[src/rtl/score_stream_reader.sv]
// Streams a completed 4x4 FP32 score file out over valid/ready, one entry at
// a time, tracking the per-row maximum under the FP32 total order.
module score_stream_reader (
   input  logic        clk,
   input  logic        rst,
   input  logic        score_done,
   output logic [3:0]  score_rd_addr,
   output logic        score_rd_en,
   input  logic [31:0] score_rd_data,
   output logic [31:0] out_data,
   output logic        out_valid,
   input  logic        out_ready,
   output logic [1:0]  out_row,
   output logic [1:0]  out_col,
   output logic        out_last,
   output logic [31:0] row_max,
   output logic        row_max_valid,
   output logic        busy,
   output logic        done
);

   typedef enum logic [2:0] {
      IDLE,
      ISSUE,
      WAIT,
      SEND,
      NEXT
   } state_t;

   state_t      state;
   state_t      state_nxt;
   logic [3:0]  k;
   logic [31:0] run_max;
   logic        new_max;

   // Unsigned compare of these keys gives the FP32 total order (-NaN < -inf
   // < ... < -0 < +0 < ... < +inf < +NaN).
   function automatic logic [31:0] order_key(input logic [31:0] b);
      return b[31] ? ~b : {1'b1, b[30:0]};
   endfunction

   assign new_max = order_key(score_rd_data) > order_key(run_max);

   assign score_rd_en   = (state == ISSUE);
   assign score_rd_addr = k;
   assign busy          = (state != IDLE);

   always_ff @(posedge clk) begin
      if (!rst) begin
         state <= IDLE;
      end else begin
         state <= state_nxt;
      end
   end

   always_comb begin
      state_nxt = state;
      case (state)
         IDLE:    if (score_done) state_nxt = ISSUE;
         ISSUE:   state_nxt = WAIT;
         WAIT:    state_nxt = SEND;
         SEND:    if (out_ready) state_nxt = NEXT;
         NEXT:    state_nxt = (k == 4'd15) ? IDLE : ISSUE;
         default: state_nxt = IDLE;
      endcase
   end

   always_ff @(posedge clk) begin
      if (!rst) begin
         k             <= '0;
         run_max       <= '0;
         out_data      <= '0;
         out_valid     <= 1'b0;
         out_row       <= '0;
         out_col       <= '0;
         out_last      <= 1'b0;
         row_max       <= '0;
         row_max_valid <= 1'b0;
         done          <= 1'b0;
      end else begin
         row_max_valid <= 1'b0;
         done          <= 1'b0;
         case (state)
            IDLE: begin
               if (score_done) k <= '0;
            end
            WAIT: begin
               out_data  <= score_rd_data;
               out_row   <= k[3:2];
               out_col   <= k[1:0];
               out_last  <= &k[1:0];
               out_valid <= 1'b1;
               if (k[1:0] == 2'd0 || new_max) run_max <= score_rd_data;
            end
            SEND: begin
               // Pulses land in the NEXT cycle that follows the handshake.
               if (out_ready) begin
                  out_valid     <= 1'b0;
                  row_max_valid <= out_last;
                  done          <= (k == 4'd15);
                  if (out_last) row_max <= run_max;
               end
            end
            NEXT: begin
               if (k != 4'd15) k <= k + 4'd1;
            end
            default: ;
         endcase
      end
   end

endmodule

[config.mk]
export PLATFORM = sky130hd
export DESIGN_NAME = score_stream_reader
export DESIGN_NICKNAME = d
export VERILOG_FILES = /design/src/rtl/score_stream_reader.sv
export SDC_FILE = /design/constraint.sdc
export NUM_CORES = 1
export LEC_CHECK = 0
export ABC_AREA = 1
export CORE_UTILIZATION = 55
export DETAILED_ROUTE_END_ITERATION = 7
export PLACE_DENSITY = 0.94
export SYNTH_ARGS = -nofsm -noshare
export SYNTH_HDL_FRONTEND = slang
export SYNTH_SLANG_ARGS = --single-unit
[constraint.sdc]
create_clock -name clk -period 3.8 [get_ports clk]
set_input_delay 0.57 -clock clk [delete_from_list [all_inputs] [get_ports clk]]
set_output_delay 0.57 -clock clk [all_outputs]
set_load 0.005 [all_outputs]
## Word-level counts from Yosys, hierarchy flattened

Index checks and enable logic that the tools add are counted.

- $add $sub $neg: 1
- Order comparisons: 1
- Eq/ne operators: 9
- Multiplexer cells: 11
- Bitwise gates (word level): 2
- Reduce and logical (&&, ||, !) cells: 13

Operators with widths:

| kind | number |
|---|---|
| 2-to-1 mux 32 bit | 2 |
| inverter 32 bit | 2 |
| > comparator 32 bit | 1 |
| case mux 3 bit (5 select lines) | 1 |
| AND reduction 3 bit | 3 |
| 2-to-1 mux 4 bit | 2 |
| case mux 4 bit (2 select lines) | 1 |
| AND reduction 2 bit | 4 |
| equality test 3 x 2 -> 1 bit (second input constant) | 2 |
| 2-to-1 mux 3 bit | 2 |
| != test 2 bit (second input constant) | 3 |
| adder 4 x 1 -> 4 bit (second input constant) | 1 |
| equality test 4 bit (second input constant) | 1 |
| != test 4 bit (second input constant) | 1 |
| nonzero test 2 bit | 2 |
| equality test 3 x 1 -> 1 bit (second input constant) | 1 |
| equality test 3 bit (second input constant) | 1 |
| zero test 3 bit | 1 |
| nonzero test 3 bit | 1 |
| zero test 2 bit | 1 |
| 2-to-1 mux 1 bit | 2 |
| case mux 1 bit (2 select lines) | 1 |
| logical OR 1 bit | 1 |

- Flip-flop bits (word level): 111
- Input port bits: 36
- Output and inout port bits: 78
- Word-level logic and storage cells: 48

## Longest topological paths before layout

- Depth after elaboration: 5
- Mapped depth: 21
- Gate-level depth less buffers: 18

## Least setup slack after synthesis

OpenSTA, ideal clock, no wires.

- Kind: input port to flip-flop
- Start point: input score_rd_data[31]
- End point: register run_max[10]
- Setup time: 0.115 ns
- Data arrival time: 2.411 ns
- Data required time: 3.685 ns
- Setup slack: 1.274 ns
- Stages: 16
- Path buffers: 3
- Cells stage by stage: clkbuf_1 -> buf_2 -> xor2_1 -> ha_1 -> a21o_1 -> nor2_1 -> nand2_1 -> nand2_1 -> nand2_1 -> nand2_1 -> nand2_1 -> nand2_2 -> nand2_4 -> buf_6 -> a21oi_1 -> nor2_1

- Word-level cells in the longest chain between the ends: 5

Ends and longest elaborated chain:

| element | line | source |
|---|---|---|
| start: declaration | 9 | `input logic [31:0] score_rd_data,` |
| inverter 32 bit | 39 | `return b[31] ? ~b : {1'b1, b[30:0]};` |
| 2-to-1 mux 32 bit * | 39 |  |
| > comparator 32 bit * | 42 | `assign new_max = order_key(score_rd_data) > order_key(run_max);` |
| logical OR 1 bit * | 93 | `if (k[1:0] == 2'd0 \|\| new_max) run_max <= score_rd_data;` |
| AND reduction 2 bit (no source line) * | -- |  |
| end signal: assignment | 93 |  |
| end: declaration | 33 | `logic [31:0] run_max;` |

Mark *: on every way between the ends. The rest lies on a longest branch, timed or not.
A chain may end at the register's enable or synchronous reset.

## Final worst setup path

- Start point: register run_max[31]
- End point: register run_max[27]

- Word-level cells in the longest chain between the ends: 5

Ends and longest elaborated chain:

| element | line |
|---|---|
| inverter 32 bit | 39 |
| 2-to-1 mux 32 bit * | 39 |
| > comparator 32 bit * | 42 |
| logical OR 1 bit * | 93 |
| AND reduction 2 bit (no source line) * | -- |

Marked as above.

==> summary.txt <==
Outcome
  – Outcome: finished clean

Critical path
  – Crit start category: flop
  – Worst EP arrival: roughly 3.4 ns
  – Critical Path RT: a little over 4 ns
  – R2r setup slk: around 0.66 ns
  – CP max FO: 64
  – Critical path class: reg2reg
  – Crit end category: flop

Power and ir drop
  – Net Sw Frac: around a third
  – Total power: 2.97 mW
  – Pwr per Cell Area: between 400 and 500 nW/um2
  – Comb pwr share: between 30% and 40%
  – Worst VDD drop: 0.255 mV
  – Flop pwr share: 46.3%
  – Sw power: about 1 mW
  – Internal cell power: between 1.5 and 2 mW
  – Leakage dissipation: 2.73 nW
  – Power share of the clock group: 22.1%

STA
  – Clock skew: around 0.014 ns
  – Fmax achieved: between 300 and 400 MHz
  – Final worst path period share: ~83%
  – RSZ-0062 raised after global routing: false
  – Worst Tran Pin Value: between 0.9 and 1 ns
  – Final hold violations: 0
  – Final Setup Violations: 0
  – Worst slew margin: 36.6%
  – Post-route setup TNS: 0 ns
  – Minimum clock period: 3.14 ns
  – Slew Limit Fails: 0
  – Final worst slack: 0.662 ns

Die
  – Initial core utilization: slightly below 60%
  – Die Span Y: ~100 um
  – Die area: 10300 um2
  – Io pins: between 100 and 150
  – Die Wd: about 100 um
  – Row Count: 35
  – Core Box Area: 9420 um2

CTS
  – Total CTS buffers: 9
  – TritonCTS clock tree: done
  – Setup Fix Bufs, Post-CTS: 0
  – Clock transition at path regs: about 0.1 ns
  – CTS max path bufs: 2
  – Sink Count: roughly 110
  – Htree depth: 3
  – # hold bufs at CTS: 0
  – Post-CTS sizing: 0
  – Clock Tree Root: clkbuf_8
  – Clock latency on the worst-skew pair: roughly 0.37 ns

Routing
  – Post-DRT Antenna Nets: 0
  – DRT iter0 DRCs: about 260
  – Routed WL: between 10000 and 15000 um
  – DRT Pass-1 Iters: 4
  – DRC violations left: 0
  – WL/cell: about 14 um
  – Vias per cell: between 5 and 6
  – Vias: 4992

GRT
  – Initial antenna violation count: 0
  – Tot GR Track Use: 26.2%
  – Number of global-route vias before repair: approximately 4700
  – Largest net degree at the start of global routing: 73
  – GRT overflow: 0
  – First-pass GRT wire length: ~21000 um

Min path
  – HP Class: reg2reg

Placement
  – I/O Buffers: about 110
  – Dpl cell area: around 6600 um2
  – Gpl congestion: 0.867
  – Dpl ws: slightly above 0.6 ns
  – Post-detail-place hpwl: 9510 um

Layout
  – Antenna cell count: 0
  – Share of layout cells above drive strength 1: about 4.2%
  – Nets: about 870
  – Area delta synth->final: 24.1%
  – Final instance area: between 6000 and 7000 um2

Flow run
  – Max Cap Viol: 0

Yosys
  – Mapped Cells: between 700 and 800
  – Synthesized Nets: slightly below 800
  – Yosys cell types: 27
  – Ys Warns: 0
  – Mean post-synth cell area: 7.59 um2
  – Post-synthesis sequential area ratio: about two fifths
  – Synth Cell Area: 5450 um2
  – Seq cells post-synth: roughly 110
[synth_stat cells (all sizes together)]
master | n | area share, %
a211oi | 1 | 0.14
nor2 | 136 | 9.5
buf | 26 | 3.0
dfxtp | 111 | 41
ha | 34 | 7.8
xor2 | 31 | 5.0
xnor2 | 31 | 5.0
nand2 | 91 | 6.5
nor3 | 16 | 1.5
clkinv | 2 | 0.14
a311oi | 1 | 0.16
a21o | 2 | 0.28
o21a | 1 | 0.14
a21oi | 76 | 7.0
nand3 | 27 | 2.5
o21ai | 62 | 5.8
a31oi | 2 | 0.23
nand4 | 2 | 0.23
inv | 46 | 3.2
clkbuf | 19 | 1.3
[routing by layer]
| layer | part of all wire [%] | vias to the layer above | global-route usage, % |
|---|---|---|---|
| met4 | 2.5 | 0 | 11.4 |
| met2 | 49 | 192 | 46.7 |
| met1 | 43 | 2289 | 31.2 |
| met5 | 0 | - | 0 |
| met3 | 5.6 | 29 | 3.80 |
| li1 | - | 2482 | - |
[path summary, 6_finish.rpt]
path                      end  depth (start not counted)   startpoint
setup / recovery  run_max[27]                         14  run_max[31]
hold / removal      out_valid                          2    out_valid
setup reg to reg  run_max[27]                         14  run_max[31]
hold reg to reg     out_valid                          2    out_valid
[power by group through the flow]
stage | sequential [mW] | combinational (mW) | clock [mW]
floorplan | 1.36 | 0.674 | 0
global placement | 1.39 | 0.867 | 0
detailed placement | 1.40 | 0.926 | 0
CTS | 1.37 | 0.938 | 0.665
global route | 1.39 | 1.04 | 0.712
finish | 1.38 | 0.940 | 0.655
[state kept, by name, summed over array words and instances (netlist names)]
signal,flops
state,3
row_max,32
row_max_valid,1
done,1
out_data,32
score_rd_addr,4
run_max,32
out_last,1
out_col,2
out_row,2
out_valid,1
[cell families after synthesis]
logic type | after synthesis | synth area share (%)
flip-flops | 111 | 40.8
AND/OR/NAND/NOR | 272 | 20.1
adder cells (fa/ha/maj) | 34 | 7.81
XOR/XNOR | 62 | 9.97
AO/OA/AOI/OAI | 145 | 13.7
buffers and inverters | 93 | 7.61
[per-stage QoR]
stage          util [%]  hold WS (ns)  instances
2_1_floorplan         -         0.456        717
3_3_place_gp       69.8         0.456        922
3_5_place_dp       69.8         0.465        922
4_1_cts            71.8         0.480        938
5_1_grt            71.8         0.491        938
6_report           71.8         0.479        938
[layout by cell type, fill, tap and decap left out, drive strengths merged]
cell	netlist	final
nand2	91	91
clkdlybuf4s50	0	111
nor2	136	136
xnor2	31	31
a21oi	76	76
xor2	31	31
a31oi	2	2
nand4	2	2
ha	34	34
clkbuf	19	10
a21o	2	2
clkinvlp	0	2
dfxtp	111	111
inv	46	46
a311oi	1	1
o21a	1	1
nor3	16	16
buf	26	10
o21ai	62	62
clkinv	2	6
a211oi	1	1
nand3	27	27
[critical path: stages (launching register included)]
cell,delay (ns)
dfxtp_2,0.89
buf_4,0.31
xnor2_1,0.14
ha_1,0.27
a21oi_1,0.16
o21ai_0,0.10
nand2_1,0.06
nand2_1,0.05
a21oi_1,0.11
nand2_1,0.08
nand2_2,0.08
nand2_4,0.34
nand2_1,0.21
nand2_1,0.09
nor2_1,0.14
[layout make-up]
| class | instances | area (um2) |
|---|---|---|
| clock buffers | 10 | 138 |
| clock inverters | 6 | 46.3 |
| fillers | 714 | 2660 |
| inverters | 48 | 180 |
| multi-input cells | 513 | 2820 |
| flip-flops and latches | 111 | 2220 |
| well taps | 129 | 161 |
| repair buffers | 121 | 1190 |
Note: power is estimated with default switching activity, not from simulation.
